[config.mk]
export PLATFORM = sky130hd
export DESIGN_NAME = imem_readback
export DESIGN_NICKNAME = d
export VERILOG_FILES = /design/src/rtl/imem_readback.sv
export SDC_FILE = /design/constraint.sdc
export NUM_CORES = 1
export LEC_CHECK = 0
export ABC_CLOCK_PERIOD_IN_PS = 2080
export CAP_MARGIN = 30
export CORE_MARGIN = 2
export CORE_UTILIZATION = 27
export CTS_CLUSTER_DIAMETER = 80
export DETAILED_ROUTE_END_ITERATION = 10
export PLACE_DENSITY_LB_ADDON = 0.08
export SLEW_MARGIN = 5
export SYNTH_ARGS = -nofsm -noshare
export SYNTH_HDL_FRONTEND = slang
export SYNTH_SLANG_ARGS = --single-unit
[constraint.sdc]
create_clock -name clk -period 2.08 [get_ports clk]
set_clock_uncertainty 0.05 [all_clocks]
set_input_delay 0.416 -clock clk [delete_from_list [all_inputs] [get_ports clk]]
set_output_delay 0.416 -clock clk [all_outputs]
set_load 0.03 [all_outputs]
[src/rtl/imem_readback.sv]
// rtl/imem_readback.sv - instruction-memory readback transmitter, one 7-byte frame per word
// Frames mirror the load path byte for byte; bytes are paced by a synchronised host strobe.
module imem_readback #(
  parameter int ADR_WIDTH   = 10,
  parameter int DATA_WIDTH  = 40,
  parameter int FRAME_BYTES = 7
) (
  input  logic                  clk,
  input  logic                  reset,
  input  logic                  start,
  input  logic [ADR_WIDTH-1:0]  start_adr,
  input  logic [ADR_WIDTH-1:0]  word_count,
  input  logic                  host_strobe,
  output logic                  imem_read_en,
  output logic [ADR_WIDTH-1:0]  imem_read_adr,
  input  logic [DATA_WIDTH-1:0] imem_out,
  output logic [7:0]            tx_byte,
  output logic                  tx_valid,
  output logic                  output_enable,
  output logic                  busy,
  output logic                  done
);

  localparam int FRAME_W = 8 * FRAME_BYTES;
  localparam int PAD_W   = FRAME_W - ADR_WIDTH - DATA_WIDTH;
  localparam int IDX_W   = $clog2(FRAME_BYTES);

  typedef enum logic [1:0] {
    S_IDLE,
    S_READ,
    S_CAPT,
    S_SEND
  } state_t;

  state_t               state_q, state_d;
  logic [ADR_WIDTH-1:0] adr_q, adr_d;
  logic [ADR_WIDTH-1:0] remain_q, remain_d;
  logic [FRAME_W-1:0]   frame_q, frame_d;
  logic [IDX_W-1:0]     byte_idx_q, byte_idx_d;
  logic                 done_q, done_d;
  logic                 sync1_q, sync1_d;
  logic                 sync2_q, sync2_d;
  logic                 edge_q, edge_d;
  logic                 ack_q, ack_d;

  always_ff @(posedge clk) begin
    if (reset) begin
      state_q    <= S_IDLE;
      adr_q      <= '0;
      remain_q   <= '0;
      frame_q    <= '0;
      byte_idx_q <= '0;
      done_q     <= 1'b0;
      // Held at 1 so a strobe already high through reset is not seen as a rising edge.
      sync1_q    <= 1'b1;
      sync2_q    <= 1'b1;
      edge_q     <= 1'b1;
      ack_q      <= 1'b0;
    end else begin
      state_q    <= state_d;
      adr_q      <= adr_d;
      remain_q   <= remain_d;
      frame_q    <= frame_d;
      byte_idx_q <= byte_idx_d;
      done_q     <= done_d;
      sync1_q    <= sync1_d;
      sync2_q    <= sync2_d;
      edge_q     <= edge_d;
      ack_q      <= ack_d;
    end
  end

  always_comb begin
    sync1_d = host_strobe;
    sync2_d = sync1_q;
    edge_d  = sync2_q;
    ack_d   = sync2_q & ~edge_q;
  end

  always_comb begin
    state_d    = state_q;
    adr_d      = adr_q;
    remain_d   = remain_q;
    frame_d    = frame_q;
    byte_idx_d = byte_idx_q;
    done_d     = 1'b0;

    case (state_q)
      S_IDLE: begin
        if (start) begin
          adr_d    = start_adr;
          remain_d = word_count;
          state_d  = S_READ;
        end
      end
      S_READ: state_d = S_CAPT;
      S_CAPT: begin
        frame_d    = {{PAD_W{1'b0}}, adr_q, imem_out};
        byte_idx_d = '0;
        state_d    = S_SEND;
      end
      S_SEND: begin
        // Acks seen in any other state simply expire with ack_q.
        if (ack_q) begin
          if (byte_idx_q != IDX_W'(FRAME_BYTES - 1)) begin
            frame_d    = frame_q << 8;
            byte_idx_d = byte_idx_q + IDX_W'(1);
          end else if (remain_q == '0) begin
            done_d  = 1'b1;
            state_d = S_IDLE;
          end else begin
            adr_d    = adr_q + ADR_WIDTH'(1);
            remain_d = remain_q - ADR_WIDTH'(1);
            state_d  = S_READ;
          end
        end
      end
      default: state_d = S_IDLE;
    endcase
  end

  always_comb begin
    imem_read_en  = 1'b0;
    imem_read_adr = '0;
    tx_valid      = 1'b0;
    tx_byte       = 8'h00;
    if (state_q == S_READ) begin
      imem_read_en  = 1'b1;
      imem_read_adr = adr_q;
    end
    if (state_q == S_SEND) begin
      tx_valid = 1'b1;
      tx_byte  = frame_q[FRAME_W-1 -: 8];
    end
    busy          = (state_q != S_IDLE);
    output_enable = busy;
    done          = done_q;
  end

endmodule

# Yosys cells after proc, flatten, opt, wreduce, memory -nomap -nowiden
# Index checks and enable logic that the tools add are counted.
# classes
addsub	3
n_eq_ne	9
n_mux	26
bitwise_logic	4
n_reduce_logical	9
# ops
operator	n
$mux 56	2
$pmux 56 s2	1
$mux 10	9
$pmux 10 s2	2
$add 10x1->10 const B	1
$logic_not 10->1	1
$ne 2x2->1 const B	5
$sub 10x1->10 const B	1
$mux 8	1
$pmux 2 s4	1
$mux 2	3
$mux 3	2
$pmux 3 s2	1
$reduce_and 3->1	2
$reduce_bool 2->1	3
$reduce_and 5->1	1
$eq 2x2->1 const B	2
$mux 1	4
$reduce_or 4->1	1
$add 3x1->3 const B	1
$ne 3x3->1 const B	1
$not 1->1	3
$eq 2x1->1 const B	1
$logic_not 2->1	1
$and 1x1->1	1
# totals
ff_bits	86
inputBits	64
out_inout_bits	23
word_cells	61

# Longest topological paths before layout
# Gate-level depths: netlist of the first run.
# logic_depth
ltp_word	5
ltp_mapped	9
ltp_nobuf	6

# Worst setup path after synthesis of the first run
# No wires, ideal clock.
# synth_path
path_type	register to output
from	register state_q[1]
to	output tx_byte[0]
arrival_ps	1819
t_required_ps	1614
setup_slack_ps	-205
stages_incl_launch_ff	6
n_path_buf	3
path_cell_list	dfxtp_1 > ha_1 > buf_2 > clkbuf_1 > clkbuf_1 > and2_1
# synth_via
elab_chain_len	2
# synth_rtl
element	line	rtl
start: declaration	35	state_t state_q, state_d;
start signal: assignment	60	state_q <= state_d;
$eq 2x2->1	131	if (state_q == S_SEND) begin
$mux 8	131	
end: declaration	17	output logic [7:0] tx_byte,
# Every way passes these cells.

# Final worst setup path of the first run
# layout_path
from	register remain_q[5]
to	register adr_q[5]
# layout_via
elab_chain_len	3
# layout_rtl
element	line	rtl
start: declaration	37	logic [ADR_WIDTH-1:0] remain_q, remain_d;
start signal: assignment	62	remain_q <= remain_d;
$logic_not 10->1	108	end else if (remain_q == '0) begin
$ne 2x2->1 (no source line)	-	
$reduce_and 5->1 (no source line)	-	
end signal: assignment	61	adr_q <= adr_d;
end: declaration	36	logic [ADR_WIDTH-1:0] adr_q, adr_d;
# Every way passes these cells.
# A chain may end at the register's enable or synchronous reset.

==> flow_summary_export.csv, run 1 <==
group,metric,value,unit
yosys,synth_xor_area_share,0.205,%
yosys,synth_edf_count,0,
critical_path,rr_endpoint,"adr_q[5]$_SDFFE_PP0P_",
timing,worst_slew_pin_slew,614,ps
die,dieArea,16900,sq um
timing,fin_crit,2030,ps
yosys,synthCells,490,
cts,clockRootBuffer,"clkbuf_16",
min_path,hold_end,"ack_q$_SDFF_PP0_",
route,num_vias,4018,
route,ant_nets,0,
final_layout,nets,659,
yosys,synth_fa_ha_area_share,2.63,%
yosys,synth-seq-area-share,40.3,%
die,io_pins,87,
critical_path,crit_fanout,10,
global_route,grt.total_usage,15.6,%
global_route,grt_start_max_net_pins,86,
critical_path,critPathKind,"flip-flop to flip-flop",
flow_run,maxCapViolations,0,
yosys,synth_compound_area_share,21.4,%
final_layout,drive_gt1_share,17.6,%
cts,clock-sinks,86,
yosys,synth_cell_type_count,58,
yosys,synth_nets,563,
critical_path,cp.required,2270,ps
yosys,synth_warnings,0,
power_and_ir_drop,p_leak,2.08,nW
final_layout,n_antenna_cell,0,
cts,hold_buffers,0,
yosys,ys_seq_elements,86,
timing,maxSlewViolCount,0,
place,gp_congestion,0.831,
global_route,grt_pass1_wl,20.5,mm
route,viasPerCell,5.01,
critical_path,worstSetupEndpointType,"flip-flop",
power_and_ir_drop,ir_drop,0.000471,V
place,dp.cells,779,
route,wl,13.3,mm
yosys,syn-cell-area,4280,sq um
timing,hold_viol_final,0,
yosys,synth-main-ff-cell,"dfxtp_1",
global_route,antenna_found_initial,0,
route,routedWlPerCell,16.6,um
critical_path,arrival,2220,ps
die,num_rows,45,
yosys,yosys.area_share.simple,19.8,%
cts,clk_latency,350,ps
min_path,hold_class,"flip-flop to flip-flop",
yosys,syn_area_per_cell,8.73,sq um
place,dpl.hpwl,8.85,mm
timing,clock.fmax,492,MHz
cts,htree_num_levels,3,
cts,cts_buffer_depth,2,
critical_path,startpoint_type,"flip-flop",
yosys,synth_top_family_by_area,"compound AO/OA/AOI/OAI gates",
die,die_y,130,um
route,drc,0,
yosys,muxShareOfSynthArea,10.6,%
min_path,min_delay_path_depth,1,
timing,fin_crit_sh,97.7,%
status,run_status,"finished, final reports clean",
final_layout,instances_no_fill,802,
place,preCtsSetupSlack,-162,ps
global_route,grt_pass1_vias,3945,
place,portBuffers,86,
timing,max_slew_margin,59.0,%
route,drt_iter0_drc,179,
cts,cts_buffers,9,
die,coreArea,15300,sq um
yosys,synth-async-reset-ratio,0,%
global_route,grt_overflow,0,
die,start_util,27.9,%
timing,rsz0062_at_grt,"no",
critical_path,rrSetupSlack,50,ps
power_and_ir_drop,powerDensity,1300,nW/um^2
timing,final.setup.worst_slack,48.1,ps
min_path,hold_start,"edge_q$_SDFF_PP1_",
critical_path,r2r_start,"remain_q[5]$_SDFFE_PP0P_",
cts,cts_tree,"yes",
timing,setup_viol,0,
final_layout,area_growth,41.3,%
cts,clk_pin_slew,70,ps
route,dr.pass1.iters,5,
critical_path,r2r_cells,4,
die,fp.dieW,130,um
[worst max-delay path by stage]
stage / startpoint / endpoint / slack (ps) / cells after the start
6_report: remain_q[5]$_SDFFE_PP0P_ / adr_q[5]$_SDFFE_PP0P_ / 50 / 4
5_1_grt: state_q[1]$_SDFFE_PP0P_ / adr_q[1]$_SDFFE_PP0P_ / 8 / 9
4_1_cts: state_q[1]$_SDFFE_PP0P_ / output_enable / -2 / 5
3_5_place_dp: start / remain_q[1]$_SDFFE_PP0P_ / -160 / 6
3_3_place_gp: start / remain_q[1]$_SDFFE_PP0P_ / -120 / 6
2_1_floorplan: state_q[1]$_SDFFE_PP0P_ / adr_q[3]$_SDFFE_PP0P_ / 6 / 7
[layer usage]
| layer | GRT usage [%] | wire length [um] |
|---|---|---|
| met5 | 0 | 0 |
| met4 | 6.45 | 265 |
| met3 | 2.67 | 470 |
| met2 | 23.9 | 6050 |
| met1 | 21.8 | 6540 |
[through the flow]
step | hold WS [ps] | area (sq um) | power, mW | TNS, ps | utilization, %
after floorplan | 322 | 4290 | 4.70 | 0 | -
after global placement | 329 | 5600 | 5.97 | -1010 | 36.5
after detailed placement | 332 | 5600 | 6.04 | -1150 | 36.5
after CTS | 342 | 5950 | 7.69 | -2.21 | 38.9
after global routing | 351 | 6040 | 8.42 | 0 | 39.4
final | 338 | 6040 | 7.84 | 0 | 39.4
[layout make-up]
type                            count  area, sq um
Clock buffer                       11          243
Clock inverter                      5         42.5
Fill cell                        1597         9280
Inverter                           11         41.3
Multi-Input combinational cell    351         2400
Sequential cell                    86         1720
Tap cell                          211          264
Timing Repair Buffer              127         1320
[sequential cells by signal, indices dropped and copies added, names as in the netlist, 2 cells and up]
name and count:
adr_q 10, byte_idx_q 3, frame_q 56, remain_q 10, state_q 2
[synthesized netlist by cell type (all sizes together), types with 7 or more instances]
cell type  count  share of area [%]
dfxtp         86                 40
nor2          61                5.4
a31oi         11                1.6
inv            9               0.79
buf           10                1.3
nor3           7               0.82
a21oi         23                2.7
o21ai          8               0.94
ha             9                2.6
o31ai          7                1.2
nor3b          8                1.4
clkbuf        32                2.8
mux2i         44                 10
and2          20                2.9
nand3         22                2.6
o311ai         8                1.6
nand2         21                1.9
a211oi        48                8.4
[cells by family (layout without fill, tap and decap cells)]
| logic type | count (synthesis) | count (layout) |
|---|---|---|
| adders and majority gates | 9 | 9 |
| AOI/OAI and AO/OA | 129 | 129 |
| xor gates and xnor gates | 1 | 1 |
| and+or+nand+nor | 167 | 167 |
| buffers and inverters | 53 | 154 |
| DFF | 86 | 86 |
| muxes | 45 | 45 |
[power breakdown]
group	leakage, nW	internal, mW	switching [mW]	total [mW]
Clock	0.137	0.856	0.717	1.57
Sequential	0.702	2.18	0.404	2.58
Combinational	1.24	1.67	2.02	3.68
Total	2.08	4.70	3.14	7.84
[worst max-delay path, stage by stage, from the launching register on]
cell and delay (ps):
dfxtp_1 320, or4_4 570, or4_4 640, o2111a_1 170
a31o_1 170
[cells in the final DEF, fill, tap and decap left out, types with 12 or more instances in the layout]
cell             synthesis  final
a211oi_1                48     47
mux2i_1                 44     44
and2_1                  20     12
nand2_1                 20     20
clkdlybuf4s50_1          0     63
dfxtp_1                 86     85
a21oi_1                 23     23
nor2_1                  61     61
buf_4                    1     46
nand3_1                 22     22
[timing repair]
action                                  CTS  global route
pin swaps                                 0             1
setup buffers                             3             1
resized for setup                         6            16
endpoints found under the setup margin   25            31
gates cloned                              1             2
No activity file was read; power rests on OpenSTA's default activity.
==> run 2: changes to the inputs <==
--- a/config.mk
+++ b/config.mk
@@ -7,9 +7,12 @@
 export LEC_CHECK = 0
 export ABC_CLOCK_PERIOD_IN_PS = 2080
 export CAP_MARGIN = 30
-export CORE_MARGIN = 2
+export CELL_PAD_IN_SITES_DETAIL_PLACEMENT = 0
+export CELL_PAD_IN_SITES_GLOBAL_PLACEMENT = 1
+export CORE_MARGIN = 3
 export CORE_UTILIZATION = 27
 export CTS_CLUSTER_DIAMETER = 80
+export CTS_CLUSTER_SIZE = 40
 export DETAILED_ROUTE_END_ITERATION = 10
 export PLACE_DENSITY_LB_ADDON = 0.08
 export SLEW_MARGIN = 5
==> flow_summary_export.csv, run 2 (synthesis results as in run 1) <==
group,metric,value,unit
critical_path,worstSetupEndpointType,"output port",
place,place_area,5570,sq um
die,start_util,27.8,%
timing,clock.fmax,488,MHz
timing,hold_viol_final,0,
timing,worst_slew_pin_slew,707,ps
final_layout,drive_gt1_share,18.7,%
place,dp.cells,785,
power_and_ir_drop,ir_drop,0.000661,V
cts,clk_pin_slew,60,ps
critical_path,arrival,1580,ps
die,num_rows,45,
power_and_ir_drop,p_leak,2.10,nW
cts,clockRootBuffer,"clkbuf_16",
status,run_status,"finished, final reports clean",
route,wl,13.6,mm
route,ant_nets,0,
timing,max_slew_margin,52.8,%
place,dpl.hpwl,9.34,mm
timing,fin_crit_sh,98.4,%
final_layout,top_regs,"frame_q: 56 flops, adr_q: 10 flops, remain_q: 10 flops",
final_layout,design_area,6030,sq um
cts,htree_num_levels,3,
die,dieArea,17400,sq um
global_route,grt_start_max_net_pins,86,
timing,hold_ws,340,ps
die,coreArea,15400,sq um
critical_path,crit_fanout,15,
timing,maxSlewViolCount,0,
final_layout,final_common_cell,"dfxtp_1",
global_route,antenna_found_initial,0,
route,dr.pass1.iters,4,
cts,clock-sinks,86,
route,drc,0,
place,portBuffers,86,
die,io_pins,87,
timing,rsz0062_at_grt,"yes",
timing,fin_crit,2050,ps
timing,setup_viol,0,
cts,cts_tree,"yes",
final_layout,instances_no_fill,809,
route,routedWlPerCell,16.8,um
place,gp_congestion,0.791,
final_layout,largest_register,"frame_q",
route,drt_iter0_drc,302,
route,num_vias,4054,
die,die_y,132,um
power_and_ir_drop,powerDensity,1310,nW/um^2
die,fp.dieW,132,um
global_route,grt.total_usage,15.3,%
critical_path,startpoint_type,"flip-flop",
global_route,grt_pass1_wl,21.4,mm
global_route,grt_pass1_vias,3883,
cts,hold_buffers,0,
final_layout,largest_reg_flops,56,
final_layout,nets,666,
flow_run,maxCapViolations,0,
cts,cts_buffer_depth,2,
critical_path,critPathKind,"flip-flop to output port",
cts,clk_latency,340,ps
cts,cts_buffers,9,
final_layout,mostFrequentLayoutCells,"dfxtp_1, clkdlybuf4s50_1, nor2_1",
route,viasPerCell,5.01,
timing,final.setup.worst_slack,32.8,ps
final_layout,n_antenna_cell,0,
final_layout,area_growth,41.1,%
place,preCtsSetupSlack,-201,ps
critical_path,cp.required,1610,ps
min_path,hold_class,"flip-flop to flip-flop",
global_route,grt_overflow,0,
[run 2: cell types whose count changed in the layout (fill, tap and decap cells not counted), moves of 2 or more]
cell / before / now
clkbuf_2: 2 / 0
dlygate4sd2_1: 0 / 2
clkbuf_16: 11 / 9
buf_6: 0 / 2
buf_12: 11 / 6
buf_4: 46 / 57
[run 2: final timing paths]
path	end	depth (start not counted)	start	slack (ps)
worst min register to register	ack_q$_SDFF_PP0_	1	edge_q$_SDFF_PP1_	340
worst min-delay path	ack_q$_SDFF_PP0_	1	edge_q$_SDFF_PP1_	340
worst max register to register	adr_q[8]$_SDFFE_PP0P_	6	byte_idx_q[0]$_SDFFE_PP0P_	90
worst max-delay path	tx_byte[0]	6	state_q[0]$_SDFFE_PP0P_	30
[run 2: layout make-up]
cell class / instances / area [sq um]
Clock buffer: 10 / 239
Fill cell: 1566 / 9340
Multi-Input combinational cell: 351 / 2420
Tap cell: 211 / 264
Sequential cell: 86 / 1730
Timing Repair Buffer: 134 / 1280
Inverter: 11 / 41.3
Clock inverter: 6 / 68.8
[run 2: stage by stage]
stage               util [%]  power, mW  setup TNS [ps]
floorplan                  -       4.70               0
global placement        36.2       6.04            -759
detailed placement      36.2       6.07           -1290
CTS                     38.6       7.82            -643
global route            39.3       8.46            -602
finish                  39.3       7.89               0
[run 2: worst max-delay path, cell delays in order, from the launching register on]
cell and delay [ps]:
dfxtp_2 330, buf_6 100, ha_4 210, buf_12 160
buf_12 150, and2_4 150, buf_6 120
[run 2: what timing repair did]
item / CTS / global route
gates resized for setup: 17 / 13
hold endpoints to repair: 0 / 0
gates cloned: 1 / 0
endpoints found under the setup margin: 27 / 26
setup buffers: 0 / 7
pin swaps: 0 / 3
[run 2: routing by layer]
layer | vias up | global-route usage [%] | wire, um
met5 | - | 0 | 0
met4 | 0 | 5.60 | 221
met3 | 12 | 2.75 | 618
met2 | 99 | 23.6 | 6030
met1 | 1909 | 21.3 | 6700
li1 | 2034 | - | -
[run 2: power by group]
group	switching [mW]	total [mW]	internal (mW)
combinational	1.98	3.59	1.60
clock	0.713	1.69	0.973
sequential	0.426	2.61	2.19
total	3.12	7.89	4.76
==> run 3: changes to the inputs <==
--- a/config.mk
+++ b/config.mk
@@ -11,11 +11,11 @@
 export CELL_PAD_IN_SITES_GLOBAL_PLACEMENT = 1
 export CORE_MARGIN = 3
 export CORE_UTILIZATION = 27
-export CTS_CLUSTER_DIAMETER = 80
+export CTS_CLUSTER_DIAMETER = 30
 export CTS_CLUSTER_SIZE = 40
 export DETAILED_ROUTE_END_ITERATION = 10
 export PLACE_DENSITY_LB_ADDON = 0.08
-export SLEW_MARGIN = 5
+export RECOVER_POWER = 50
 export SYNTH_ARGS = -nofsm -noshare
 export SYNTH_HDL_FRONTEND = slang
 export SYNTH_SLANG_ARGS = --single-unit
==> flow_summary_export.csv, run 3 (synthesis results as in run 1) <==
group,metric,value,unit
status,run_status,"finished, final reports clean",
cts,clk_pin_slew,60,ps
timing,setup_viol,0,
place,portBuffers,86,
die,num_rows,45,
cts,cts_tree,"yes",
critical_path,arrival,1590,ps
final_layout,top_regs,"frame_q: 56 flops, adr_q: 10 flops, remain_q: 10 flops",
cts,clock-sinks,86,
critical_path,cpPeakStageDelay,370,ps
final_layout,n_antenna_cell,0,
cts,clockRootBuffer,"clkbuf_16",
global_route,antenna_found_initial,0,
final_layout,drive_gt1_share,18.4,%
power_and_ir_drop,ir_drop,0.000661,V
route,viasPerCell,5.02,
critical_path,cp.required,1610,ps
global_route,grt_pass1_wl,21.4,mm
global_route,grt_overflow,0,
global_route,grt_start_max_net_pins,86,
timing,hold_ws,341,ps
critical_path,cpMaxStageDelayCell,"dfxtp_4",
die,io_pins,87,
route,drt_iter0_drc,318,
cts,clk_latency,340,ps
die,fp.dieW,132,um
cts,cts_buffers,9,
critical_path,cp_common_cell,"buf_4",
route,dr.pass1.iters,4,
final_layout,mostFrequentLayoutCells,"dfxtp_1, clkdlybuf4s50_1, nor2_1",
die,start_util,27.8,%
final_layout,area_growth,40.6,%
global_route,grt.total_usage,15.3,%
place,gp_congestion,0.791,
route,routedWlPerCell,16.7,um
global_route,grt_pass1_vias,3883,
power_and_ir_drop,powerDensity,1310,nW/um^2
critical_path,path_cells,"inv_1 > buf_4 > ha_2 > buf_4 > and2_1 > buf_4",
final_layout,finish.utilization,39.1,%
final_layout,design_area,6010,sq um
critical_path,crit_fanout,10,
route,ant_nets,0,
cts,htree_num_levels,3,
timing,hold_viol_final,0,
place,dpl.hpwl,9.34,mm
cts,cts_buffer_depth,2,
final_layout,nets,666,
die,dieArea,17400,sq um
die,coreArea,15400,sq um
place,place_area,5570,sq um
route,drc,0,
final_layout,largest_reg_flops,56,
min_path,hold_class,"flip-flop to flip-flop",
route,wl,13.6,mm
cts,hold_buffers,0,
final_layout,largest_register,"frame_q",
timing,maxSlewViolCount,0,
critical_path,critPathKind,"flip-flop to output port",
timing,worst_slew_pin_slew,1050,ps
timing,max_slew_margin,30.0,%
flow_run,maxCapViolations,0,
power_and_ir_drop,p_leak,2.09,nW
timing,final.setup.tns,0,ps
critical_path,startpoint_type,"flip-flop",
timing,clock.fmax,487,MHz
timing,fin_crit,2050,ps
timing,fin_crit_sh,98.7,%
final_layout,final_common_cell,"dfxtp_1",
critical_path,worstSetupEndpointType,"output port",
timing,rsz0062_at_grt,"yes",
route,num_vias,4061,
die,die_y,132,um
run 3: area by class of cell:
| cell class | count | area (sq um) |
|---|---|---|
| multi-input cells | 351 | 2420 |
| inverters | 11 | 41.3 |
| flip-flops and latches | 86 | 1730 |
| clock buffers | 10 | 239 |
| repair buffers | 134 | 1250 |
| clock inverters | 6 | 68.8 |
| fillers | 1568 | 9360 |
| well taps | 211 | 264 |
run 3: path summary, 6_finish.rpt:
path / from / end / slack, ps / depth (start not counted)
hold reg to reg: edge_q$_SDFF_PP1_ / ack_q$_SDFF_PP0_ / 340 / 1
hold / removal: edge_q$_SDFF_PP1_ / ack_q$_SDFF_PP0_ / 340 / 1
setup reg to reg: byte_idx_q[0]$_SDFFE_PP0P_ / adr_q[4]$_SDFFE_PP0P_ / 60 / 7
setup / recovery: state_q[1]$_SDFFE_PP0P_ / imem_read_adr[5] / 30 / 6
run 3: metrics by stage:
stage	setup WS (ps)	cells	total power, mW
floorplan	6.33	490	4.70
global placement	-112	785	6.04
detailed placement	-201	785	6.07
CTS	-66.5	802	7.82
global route	-57.2	809	8.44
finish	26.3	809	7.88
run 3: routing by layer:
layer	up-vias	share of wire [%]	track usage (%)
met5	-	0	0
met4	0	1.7	5.60
met3	14	5.0	2.75
met2	116	45	23.6
met1	1897	49	21.3
li1	2034	-	-
run 3: timing repair:
item	in CTS	in global routing
buffers inserted	0	7
gates resized for setup	17	13
hold endpoints to repair	0	0
cloned	1	0
setup endpoints to repair	27	26
pin swaps	0	3
run 3: power by group:
part           switching (mW)  total, mW  internal, mW
sequential              0.424       2.61          2.19
combinational            1.99       3.58          1.59
clock                   0.711       1.68         0.973
total                    3.12       7.88          4.75
run 3: worst max-delay path: cells and delay by family, from the launching register on:
| kind | cells | cell delay (ps) |
|---|---|---|
| adder cells (fa/ha/maj) | 1 | 210 |
| buffers and inverters | 4 | 520 |
| flip-flops | 1 | 370 |
| AND/OR/NAND/NOR | 1 | 150 |
